===== config.mk =====
export PLATFORM = sky130hd
export DESIGN_NAME = uart_receiver
export DESIGN_NICKNAME = d
export VERILOG_FILES = /design/src/rtl/uart_receiver.sv
export SDC_FILE = /design/constraint.sdc
export NUM_CORES = 1
export LEC_CHECK = 0
export BUFFER_PORTS_ARGS = -buffer_cell sky130_fd_sc_hd__buf_2
export CAP_MARGIN = 20
export CORE_MARGIN = 2
export CORE_UTILIZATION = 35
export DETAILED_ROUTE_END_ITERATION = 10
export PLACE_DENSITY = 0.51
export SYNTH_ARGS = -nofsm -noshare
export SYNTH_HDL_FRONTEND = slang
export SYNTH_SLANG_ARGS = --single-unit

===== constraint.sdc =====
create_clock -name clk -period 2.39 [get_ports clk]
set_input_delay 0 -clock clk [delete_from_list [all_inputs] [get_ports clk]]
set_output_delay 0 -clock clk [all_outputs]
set_load 0.05 [all_outputs]

===== src/rtl/uart_receiver.sv =====
// 8N1 UART receiver: two-flop synchronized line, mid-bit sampling FSM and a
// single-entry valid/ready output register with framing-error and overrun pulses.
module uart_receiver #(
   parameter int CLOCK_FREQ = 50_000_000,
   parameter int BAUD_RATE  = 115_200
) (
   input  logic       clk,
   input  logic       rst,
   input  logic       serial_in,
   output logic [7:0] data_out,
   output logic       data_out_valid,
   input  logic       data_out_ready,
   output logic       framing_error,
   output logic       overrun
);

   localparam int BIT_TIME  = CLOCK_FREQ / BAUD_RATE;
   localparam int HALF_TIME = BIT_TIME / 2;
   localparam int CNT_W     = $clog2(BIT_TIME) + 1;
   localparam logic [CNT_W-1:0] BIT_LAST  = CNT_W'(BIT_TIME - 1);
   localparam logic [CNT_W-1:0] HALF_LAST = CNT_W'(HALF_TIME - 1);

   typedef enum logic [2:0] {
      IDLE,
      START,
      DATA,
      STOP,
      WAIT_HIGH
   } state_t;

   state_t           state, state_nxt;
   logic             sync_p0, sync_p1, rx;
   logic [CNT_W-1:0] cnt, cnt_nxt;
   logic [2:0]       bit_idx, bit_idx_nxt;
   logic [7:0]       shift, shift_nxt;
   logic             byte_done, stop_bad;

   // stage p0/p1: line synchronizer, idles high so reset never looks like a start bit
   always_ff @(posedge clk or negedge rst) begin
      if (!rst) begin
         sync_p0 <= 1'b1;
         sync_p1 <= 1'b1;
      end else begin
         sync_p0 <= serial_in;
         sync_p1 <= sync_p0;
      end
   end

   assign rx = sync_p1;

   always_ff @(posedge clk or negedge rst) begin
      if (!rst) begin
         state   <= IDLE;
         cnt     <= '0;
         bit_idx <= '0;
         shift   <= '0;
      end else begin
         state   <= state_nxt;
         cnt     <= cnt_nxt;
         bit_idx <= bit_idx_nxt;
         shift   <= shift_nxt;
      end
   end

   always_comb begin
      state_nxt   = state;
      cnt_nxt     = cnt + 1'b1;
      bit_idx_nxt = bit_idx;
      shift_nxt   = shift;
      byte_done   = 1'b0;
      stop_bad    = 1'b0;
      case (state)
         IDLE: begin
            cnt_nxt = '0;
            if (!rx) state_nxt = START;
         end
         START: begin
            // re-check the line half a bit in; a short low pulse is dropped silently
            if (cnt == HALF_LAST) begin
               cnt_nxt     = '0;
               bit_idx_nxt = '0;
               state_nxt   = rx ? IDLE : DATA;
            end
         end
         DATA: begin
            if (cnt == BIT_LAST) begin
               cnt_nxt            = '0;
               shift_nxt[bit_idx] = rx;
               bit_idx_nxt        = bit_idx + 1'b1;
               if (bit_idx == 3'd7) state_nxt = STOP;
            end
         end
         STOP: begin
            if (cnt == BIT_LAST) begin
               cnt_nxt = '0;
               if (rx) begin
                  byte_done = 1'b1;
                  state_nxt = IDLE;
               end else begin
                  stop_bad  = 1'b1;
                  state_nxt = WAIT_HIGH;
               end
            end
         end
         WAIT_HIGH: begin
            // a held-low line (break) must return high before a new start is accepted
            cnt_nxt = '0;
            if (rx) state_nxt = IDLE;
         end
         default: begin
            cnt_nxt   = '0;
            state_nxt = IDLE;
         end
      endcase
   end

   // stage p2: output holding register; a completing byte may replace one being consumed
   always_ff @(posedge clk or negedge rst) begin
      if (!rst) begin
         data_out       <= 8'h00;
         data_out_valid <= 1'b0;
         framing_error  <= 1'b0;
         overrun        <= 1'b0;
      end else begin
         framing_error <= stop_bad;
         overrun       <= 1'b0;
         if (byte_done) begin
            if (!data_out_valid || data_out_ready) begin
               data_out       <= shift;
               data_out_valid <= 1'b1;
            end else begin
               overrun <= 1'b1;
            end
         end else if (data_out_valid && data_out_ready) begin
            data_out_valid <= 1'b0;
         end
      end
   end

endmodule


## After elaboration in Yosys (flattened, before gate mapping)

Index checks and enable logic that the tools add are counted.

| storage, ports and cells | value |
|---|---|
| register bits after elaboration | 37 |
| input bits | 4 |
| output and inout bits | 11 |
| logic and storage cells | 70 |

| cells by class | value |
|---|---|
| add/sub/neg operators | 2 |
| order comparisons | 2 |
| equality and inequality tests | 14 |
| muxes and demuxes | 29 |
| reductions and logical operators | 13 |

Operators with widths:

| cell | count |
|---|---|
| 3-bit two-way mux | 9 |
| 10-bit two-way mux | 2 |
| 10-bit case mux with 2 select lines | 1 |
| 3-bit case mux with 5 select lines | 1 |
| 1-bit two-way mux | 12 |
| 2-bit inequality test (second input constant) | 6 |
| 10-bit by 1-bit adder with 10-bit output (second input constant) | 1 |
| 10-bit by 8-bit equality test with 1-bit output (second input constant) | 1 |
| 10-bit by 9-bit equality test with 1-bit output (second input constant) | 1 |
| 8-bit bitwise mux | 1 |
| 3-bit by 2-bit equality test with 1-bit output (second input constant) | 2 |
| 3-bit equality test (second input constant) | 2 |
| 3-bit case mux with 2 select lines | 1 |
| 2-bit AND reduction | 3 |
| 6-bit AND reduction | 1 |
| 3-bit by 4-bit less-than comparator with 1-bit output (second input constant) | 1 |
| 2-bit nonzero test | 2 |
| 3-bit by 1-bit adder with 3-bit output (second input constant) | 1 |
| 1-bit demux with 3-bit select | 1 |
| 3-bit by 1-bit equality test with 1-bit output (second input constant) | 1 |
| 3-bit by 1-bit greater-or-equal comparator with 1-bit output (second input constant) | 1 |
| 3-bit logical NOT | 1 |
| 3-bit AND reduction | 1 |
| 1-bit logical AND | 2 |
| 5 further kinds | 5 |

## Logic depth before layout (Yosys ltp)

Gate-level depths: netlist of the first run.

| logic depth | value |
|---|---|
| word-level depth | 5 |
| gate-level depth with buffers | 7 |
| mapped depth without buffers | 6 |

## Least setup slack after synthesis of the first run

No wires, ideal clock.

| path | value |
|---|---|
| path type | reg2reg |
| start point | register cnt[1] |
| end point | register shift[2] |
| setup time | 0.128 ns |
| data arrival time | 1.807 ns |
| slack | 0.455 ns |
| stages on the path, launching flop included | 7 |
| buffers on the path | 0 |
| clock period less this slack | 1.935 ns |
| cells stage by stage | dfrtp_1 > inv_1 > ha_1 > nand4b_2 > nor4b_4 > nor4b_2 > mux2_1 |

| on the way | value |
|---|---|
| longest elaborated chain between the ends | 2 |

RTL lines:

| element | line | RTL |
|---|---|---|
| start, declared | 33 | `logic [CNT_W-1:0] cnt, cnt_nxt;` |
| start signal, assigned | 59 | `cnt <= cnt_nxt;` |
| 10-bit by 9-bit equality test with 1-bit output | 86 | `if (cnt == BIT_LAST) begin` |
| 2-bit AND reduction (no source line) | - |  |
| end signal, assigned | 61 | `shift <= shift_nxt;` |
| end, declared | 35 | `logic [7:0] shift, shift_nxt;` |

No other way between the ends.
A chain may end at the register's enable or synchronous reset.

## Worst setup path in the final report of the first run

| path | value |
|---|---|
| start point | register cnt[1] |
| end point | register shift[4] |

The elaborated chain is that of the path after synthesis.

==> metrics, run 1 <==
number of global-route vias before repair 1104; crit-path max FO 10; CTS tree yes; Sw Ratio 20.07%; area leader, netlist dfrtp_1; total number of vias 1100; leading cell types by count after synthesis 35 x dfrtp_1, 16 x nor2_1, 9 x mux2_1, 9 x mux2_2, 9 x nand2_1; max-slew violation count 0; total setup buffers inserted after CTS 0; Tightest Pin Transition 0.7886 ns; CP max stage delay 0.50 ns; CP Data Arrival Time 2.27 ns; final HPWL from detailed placement 2.085 mm; Logic pwr share 1.5%; Seq pwr share 58.6%; Clock Latency Late Sink 0.28 ns; maximum root-to-sink buffer count 2; share of layout cells above drive strength 1 24.54%; CTS clock-pin slew for the worst setup and hold paths 0.07 ns; Main synth FF type dfrtp_1; Multi-input gate area 768.2 µm²; Synth top area share 50.29%; first drt pass iteration count 4; EDFF count, synth 0; hold depth 3; die area 5556 µm²; CTS Hold Bufs 2; area grow syn2layout 13.65%; crit path kind register to register; Worst Setup Start Kind register; Async S/R FF share, synth 100.0%; root buf cell clkbuf_8; R2R Setup Slk 0.29 ns; DP Worst Slack 0.2662 ns; synthesized net count 154; grt total ovfl 0; syn avg cell area 12.01 µm²; final RePlAce weighted congestion 0.8351; worst path required time 2.55 ns; clock power share 39.8%; Yosys warnings 0; clk sink count 37; initial antenna violation count 0; worst min-delay path startpoint data_out_ready; first-pass GRT wire length 5.126 mm; nets@finish 172; TNS Setup 0 ns; Top delay family on crit path simple AND/OR/NAND/NOR gates; final instance area 1979 µm²; wire length per cell 12.59 µm; antenna fix cells 0; setup violators final 0; I/O pin cnt 15; Row Count 25; TritonCTS buffer count 5; DRT iter0 DRCs 79; synth unique cells 35; number of cells upsized or downsized after cts 0; Routed WL 2.895 mm; fill count 482; # H-tree levels 2; post-detailed-route via-to-cell ratio 4.783; total core area 4755 µm²; xor and xnor area share after synthesis 4.023%; largest family of logic cells by synthesized area simple AND/OR/NAND/NOR gates; global-route usage over all layers 12.55%; Worst Path Buf+Inv 1; sequential standard cell area 928.4 µm²; class of the worst hold path input port to register; Final Util 41.63%; mux share of post-synthesis cell area 12.79%; status completed; switching power 216.5 µW; Yosys reg bits 37; Max Cap Violations 0; Hold Path End overrun; crit end category register; P_leak 0.0009557 µW; Max Fclk 476.0 MHz; Power Internal 862.3 µW; Syn Inst Count 145; Simple-Gate Fraction of Synth Area 21.05%; PwrDens 545.0 nW/µm²; Worst Reg2Reg Path Length in Cells 6; Initial Util 36.63%; Tot Pwr 1079 µW; die extent in x 74.54 µm; Worst R2R End shift[4]; RSZ-0062 raised after global routing false; crit-path cells inv_1 -> ha_1 -> nand4b_2 -> nor4b_4 -> nor4b_2 -> mux2_1; most common cell in the netlist dfrtp_1; Slowest-stage cell, CP nor4b_4; area share of fa/ha/maj cells after synthesis 3.592%; reg-to-reg startpoint cnt[1]; synth top area cells dfrtp_1 50%, mux2_1 5.8%, mux2_2 5.8%, ha_1 3.6%, nor2_1 3.4%; pin count of the biggest net entering global routing 38; dpl cell area 1873 µm²; Die Height 74.54 µm; Setup Skew 0.003093 ns; complex-gate fraction of the synthesized area 2.658%; sequential fraction of the synthesis area 53.30%; Antenna Violating Nets Remaining 0; # port buffers 14; Crit path depth 6; Slew headroom 47.43%; Final min period 2.101 ns; Post-Syn Area 1742 µm²; Max rail drop VDD 0.1945 mV; Residual DRC 0; Final Hold Viols 0; final critical-path share of the clock period 87.89%; Worst Slack Setup Final 0.2893 ns
==> worst min-delay path: stages <==
cell	delay (ns)
buf_2	0.07
nand2b_1	0.14
nor2_1	0.07
==> kinds of logic after synthesis <==
group                      count (synthesis)
AOI/OAI and AO/OA                          6
xor gates and xnor gates                   8
adders and majority gates                  5
buffers and inverters                     11
DFF                                       37
muxes                                     20
and+or+nand+nor                           58
==> per-layer routing <==
| layer | routed length (µm) | vias to the layer above | track usage (%) |
|---|---|---|---|
| met5 | 0 | - | 0 |
| met4 | 44 | 0 | 4.563 |
| met3 | 70 | 5 | 4.607 |
| met2 | 1474 | 13 | 20.65 |
| met1 | 1305 | 544 | 15.10 |
| li1 | - | 538 | - |
==> layout make-up <==
cell class	instances	share of cell area (%)
Timing Repair Buffer	16	4.551
Inverter	6	1.138
Tap cell	67	4.235
Sequential cell	37	46.90
Multi-Input combinational cell	97	38.81
Clock buffer	7	4.362
==> cell usage in the layout, fill, tap and decap left out, types with 5 or more instances in the layout <==
| cell | n |
|---|---|
| mux2_1 | 9 |
| nor2_1 | 16 |
| ha_1 | 5 |
| clkbuf_8 | 6 |
| mux2_2 | 9 |
| nand3_1 | 6 |
| buf_2 | 14 |
| inv_1 | 6 |
| xnor2_1 | 5 |
| nand2_1 | 9 |
| dfrtp_1 | 35 |
==> power by group through the flow <==
stage / sequential, µW / clock (µW) / combinational (µW)
6_report: 632 / 430 / 16.7
5_1_grt: 632 / 489 / 20.3
4_1_cts: 632 / 447 / 18.4
3_5_place_dp: 644 / 0 / 15.9
3_3_place_gp: 645 / 0 / 15.4
2_1_floorplan: 642 / 0 / 2.58
==> metrics by stage <==
step	std cells	hold slack, ns
2_1_floorplan	145	-0.2956
3_5_place_dp	221	0.1062
3_3_place_gp	221	0.1072
5_1_grt	230	0.04410
4_1_cts	230	0.03843
6_report	230	0.03836
==> how the worst max path moves through the flow <==
| stage | endpoint | startpoint | slack (ns) |
|---|---|---|---|
| floorplan | shift[2] | cnt[1] | 0.46 |
| global placement | shift[4] | cnt[1] | 0.34 |
| detailed placement | shift[4] | cnt[1] | 0.27 |
| CTS | shift[4] | cnt[1] | 0.24 |
| global route | shift[4] | cnt[1] | 0.04 |
| finish | shift[4] | cnt[1] | 0.29 |
==> flip-flops by register name, indices dropped and copies added, names as in the netlist, 3 cells and up <==
signal	flops
bit_idx	3
cnt	10
data_out	8
shift	8
state	3
Note: power is estimated with default switching activity, not from simulation.
==> run 2, diff against run 1 <==
- CELL_PAD_IN_SITES_DETAIL_PLACEMENT: not set -> 0
- CELL_PAD_IN_SITES_GLOBAL_PLACEMENT: not set -> 1
- PLACE_DENSITY: 0.51 -> 0.6
==> run 2 against run 1 <==
  * Core utilization grew 0.24 points
  * Combinational power grew 4%
  * Sequential share of layout area shrank 0.27 points
  * First-iteration DRC count shrank 62%
  * Sequential power is essentially flat
  * Worst setup slack lost 0.022 ns
  * Design area grew 0.57%
  * Global-route usage shrank 0.12 points
  * Total power shrank 1.3%
  * Clock-buffer cell count shrank 1
  * Final cell count grew 1.3%
  * Highest routed layer unchanged
  * Fmax shrank 1.0%
==> metrics, run 2 (synthesis results as in run 1) <==
final RePlAce weighted congestion 0.7128 (-15%); most common cell after layout, fill and taps aside dfrtp_1; Seq pwr share 59.4% (+0.8 points); crit-path max FO 10 (unchanged); number of global-route vias before repair 1017 (-7.9%); P_leak 0.0009672 µW (+1.2%); final critical-path share of the clock period 88.79% (+0.90 points); Row Count 25 (unchanged); number of cells upsized or downsized after cts 0 (unchanged); maximum root-to-sink buffer count 2 (unchanged); Routed WL 3.041 mm (+5.0%); class of the worst hold path input port to register; crit end category register; nets@finish 174 (+1.2%); crit path kind register to register; Worst Setup Start Kind register; area grow syn2layout 14.30%; biggest regs cnt: 10 flops, data_out: 8 flops, shift: 8 flops; first-pass GRT wire length 5.057 mm (-1.3%); PwrDens 534.8 nW/µm² (-1.9%); Power Internal 835.4 µW (-3.1%); antenna fix cells 0 (unchanged); Inst Count DP 223 (+0.90%); max FFs per register 10 (unchanged); most frequent cells in the layout 35 x dfrtp_1, 16 x nor2_1, 14 x buf_2; CTS clock-pin slew for the worst setup and hold paths 0.07 ns (about the same); Antenna Violating Nets Remaining 0 (unchanged); die extent in x 74.54 µm (unchanged); total number of vias 1084 (-1.5%); fill count 475 (-1.5%); Setup Skew 0.006619 ns (+0.003526 ns); I/O pin cnt 15 (unchanged); Final Hold Viols 0 (unchanged); grt total ovfl 0 (unchanged); root buf cell clkbuf_8; CP Data Arrival Time 2.30 ns (+0.03 ns); clock power share 39.0% (-0.8 points); die area 5556 µm² (unchanged); Sw Ratio 21.53% (+1.5 points); # port buffers 14 (unchanged); Max rail drop VDD 0.2469 mV (+27%); # H-tree levels 2 (unchanged); Logic pwr share 1.6% (about the same); Final min period 2.122 ns (+0.02151 ns); wire length per cell 13.05 µm (+3.7%); Residual DRC 0 (unchanged); max-slew violation count 0 (unchanged); TritonCTS buffer count 5 (unchanged); Max Cap Violations 0 (unchanged); Tightest Pin Transition 0.8322 ns (+0.04368 ns); total core area 4755 µm² (unchanged); pin count of the biggest net entering global routing 38 (unchanged); Min Hold Slack 0.03027 ns (-0.008085 ns); global-route usage over all layers 12.42% (-0.12 points); final HPWL from detailed placement 2.071 mm (-0.68%); Reg with most FFs cnt; Clock Latency Late Sink 0.28 ns (about the same); final instance area 1991 µm² (+0.57%); share of layout cells above drive strength 1 25.90% (+1.4 points); CTS tree yes; total setup buffers inserted after CTS 0 (unchanged); Max Fclk 471.2 MHz (-1.0%); worst path required time 2.56 ns (about the same); RSZ-0062 raised after global routing false; Initial Util 36.63% (unchanged); status completed; TNS Setup 0 ns (unchanged); switching power 229.3 µW (+5.9%); CTS Hold Bufs 2 (unchanged); initial antenna violation count 0 (unchanged); setup violators final 0 (unchanged); Die Height 74.54 µm (unchanged); dpl cell area 1888 µm² (+0.80%); Slew headroom 44.52% (-2.9 points); Finished Layout Cells 233 (+1.3%); post-detailed-route via-to-cell ratio 4.652 (-2.7%); clk sink count 37 (unchanged); DRT iter0 DRCs 30 (-62%); Tot Pwr 1065 µW (-1.3%); first drt pass iteration count 4 (unchanged)
[run 2: power groups by stage]
stage	combinational, µW	sequential, µW	clock, µW
global placement	15.7	645	0
global route	19.9	633	464
CTS	18.8	633	434
floorplan	2.58	642	0
finish	17.4	633	415
detailed placement	16.2	645	0
[run 2: worst paths after layout]
check                                    to  depth (start not counted)      startpoint  slack (ns)
max in group asynchronous          state[0]                          2             rst        1.52
min in group asynchronous       data_out[4]                          2             rst        0.36
worst max-delay path               shift[2]                          6          cnt[1]        0.27
worst min register to register           rx                          0         sync_p0        0.36
worst max register to register     shift[2]                          6          cnt[1]        0.27
worst min-delay path                overrun                          3  data_out_ready        0.03
[run 2: layout make-up]
class | count | area, µm² | share of cell area [%]
flip-flops and latches | 37 | 928.4 | 46.64
multi-input cells | 97 | 768.2 | 38.59
repair buffers | 18 | 105.1 | 5.280
well taps | 67 | 83.83 | 4.211
clock buffers | 6 | 72.57 | 3.646
inverters | 6 | 22.52 | 1.131
clock inverters | 2 | 10.01 | 0.5028
[run 2: critical path: stages, from the launching register on]
cell      delay, ns
dfrtp_1        0.42
inv_1          0.09
ha_1           0.15
nand4b_2       0.17
nor4b_4        0.53
nor4b_2        0.31
mux2_1         0.34
[run 2: metrics by stage]
| step | utilization (%) | worst slack, ns |
|---|---|---|
| 2_1_floorplan | - | 0.4555 |
| 3_3_place_gp | 39.71 | 0.3447 |
| 3_5_place_dp | 39.71 | 0.2461 |
| 4_1_cts | 41.87 | 0.2443 |
| 5_1_grt | 41.87 | 0.09136 |
| 6_report | 41.87 | 0.2678 |
[run 2: metal layers]
layer  GRT usage [%]  wire length [µm]  part of all wire, %
met2           16.91              1303                   43
met5               0                 0                    0
met1           17.96              1593                   52
met4           5.357                23                 0.76
met3           4.065               120                  3.9
==> run 3, diff against run 2 <==
- PLACE_DENSITY: 0.6 -> 0.72
- SLEW_MARGIN: not set -> 20
==> run 3 against run 2 <==
  * Core utilization is essentially flat
  * Clock skew grew 0.0042 ns
  * Worst setup slack better by 0.020 ns
  * Combinational power decreased by 3%
  * Die area unchanged
  * Critical path depth unchanged
  * First-iteration DRC count is 20% lower
  * Largest power group unchanged
==> metrics, run 3 (synthesis results as in run 1) <==
maximum root-to-sink buffer count 2 (unchanged); total setup buffers inserted after CTS 0 (unchanged); antenna fix cells 0 (unchanged); # port buffers 14 (unchanged); Routed WL 2.825 mm (-7.1%); Die Height 74.54 µm (unchanged); initial antenna violation count 0 (unchanged); fill count 478 (+0.63%); Residual DRC 0 (unchanged); most frequent cells in the layout 35 x dfrtp_1, 16 x nor2_1, 14 x buf_2; most common cell after layout, fill and taps aside dfrtp_1; Max Cap Violations 0 (unchanged); TritonCTS buffer count 5 (unchanged); PwrDens 558.1 nW/µm² (+4.4%); die extent in x 74.54 µm (unchanged); P_leak 0.0009625 µW (-0.49%); CTS clock-pin slew for the worst setup and hold paths 0.08 ns (about the same); total number of vias 1120 (+3.3%); Max rail drop VDD 0.2019 mV (-18%); final RePlAce weighted congestion 0.8069 (+13%); worst path required time 2.57 ns (about the same); Setup Skew 0.01085 ns (+0.004234 ns); biggest regs cnt: 10 flops, data_out: 8 flops, shift: 8 flops; CTS tree yes; wire length per cell 12.23 µm (-6.3%); share of layout cells above drive strength 1 25.61% (-0.29 points); Max Fclk 475.8 MHz (+0.97%); Antenna Violating Nets Remaining 0 (unchanged); status completed; I/O pin cnt 15 (unchanged); Initial Util 36.63% (unchanged); area grow syn2layout 14.22% (about the same); number of global-route vias before repair 1062 (+4.4%); crit end category register; R2R Setup Slk 0.29 ns (+0.02 ns); first drt pass iteration count 4 (unchanged); number of cells upsized or downsized after cts 0 (unchanged); root buf cell clkbuf_8; # H-tree levels 2 (unchanged); final HPWL from detailed placement 1.971 mm (-4.8%); max-slew violation count 0 (unchanged); post-detailed-route via-to-cell ratio 4.848 (+4.2%); Min Hold Slack 0.01622 ns (-0.01405 ns); crit path kind register to register; CP Data Arrival Time 2.28 ns (-0.02 ns); die area 5556 µm² (unchanged); Tightest Pin Transition 0.7968 ns (-0.03549 ns); dpl cell area 1873 µm² (-0.79%); Final Hold Viols 0 (unchanged); global-route usage over all layers 11.48% (-0.95 points); Slew headroom 46.88% (+2.4 points); Worst Slack Setup Final 0.2882 ns (+0.02041 ns); crit-path max FO 10 (unchanged); Clock Latency Late Sink 0.29 ns (about the same); clk sink count 37 (unchanged); final instance area 1989 µm² (about the same); DRT iter0 DRCs 24 (-20%); pin count of the biggest net entering global routing 38 (unchanged); Worst Setup Start Kind register; setup violators final 0 (unchanged); final critical-path share of the clock period 87.94% (-0.85 points); first-pass GRT wire length 4.740 mm (-6.3%); Final min period 2.102 ns (-0.02041 ns); DP Worst Slack 0.2622 ns (+0.01610 ns); TNS Setup 0 ns (unchanged); CTS Hold Bufs 2 (unchanged); max FFs per register 10 (unchanged); grt total ovfl 0 (unchanged); RSZ-0062 raised after global routing false; nets@finish 172 (-1.1%); Reg with most FFs cnt; Row Count 25 (unchanged); total core area 4755 µm² (unchanged); class of the worst hold path input port to register
run 3: worst max-delay path, cell delays in order, from the launching register on:
cell,delay [ns]
dfrtp_1,0.42
inv_1,0.09
ha_1,0.15
nand4b_2,0.17
nor4b_4,0.50
nor4b_2,0.31
mux2_1,0.35
run 3: metrics by stage:
step | total power, µW | util (%) | std cells
6_report | 1110 | 41.84 | 231
5_1_grt | 1164 | 41.84 | 231
4_1_cts | 1130 | 41.84 | 231
3_5_place_dp | 659.8 | 39.39 | 221
3_3_place_gp | 659.6 | 39.39 | 221
2_1_floorplan | 644.4 | - | 145
run 3: final timing paths:
kind	start	to	cells after the start
worst max register to register	cnt[1]	shift[4]	6
min in group asynchronous	rst	framing_error	2
worst min register to register	sync_p0	rx	0
worst min-delay path	data_out_ready	overrun	3
max in group asynchronous	rst	cnt[5]	2
worst max-delay path	cnt[1]	shift[4]	6
run 3: cell type report:
cell class	count	area (µm²)	area share [%]
Multi-Input combinational cell	97	768.2	38.62
Clock inverter	2	13.76	0.6918
Tap cell	67	83.83	4.214
Timing Repair Buffer	16	90.09	4.528
Inverter	6	22.52	1.132
Sequential cell	37	928.4	46.67
Clock buffer	6	82.58	4.151
run 3: routing by layer:
| metal | vias to the layer above | part of all wire [%] | GRT usage [%] |
|---|---|---|---|
| met5 | - | 0 | 0 |
| met4 | 0 | 1.8 | 4.762 |
| met3 | 7 | 4.3 | 5.285 |
| met2 | 19 | 48 | 19.27 |
| met1 | 549 | 46 | 12.55 |
| li1 | 545 | - | - |
run 3: report_power, final:
part           switching [µW]  internal [µW]  total, µW
Clock                     228            234        462
Combinational            12.4           4.42       16.9
Sequential               3.03            629        632
Total                     244            867       1110
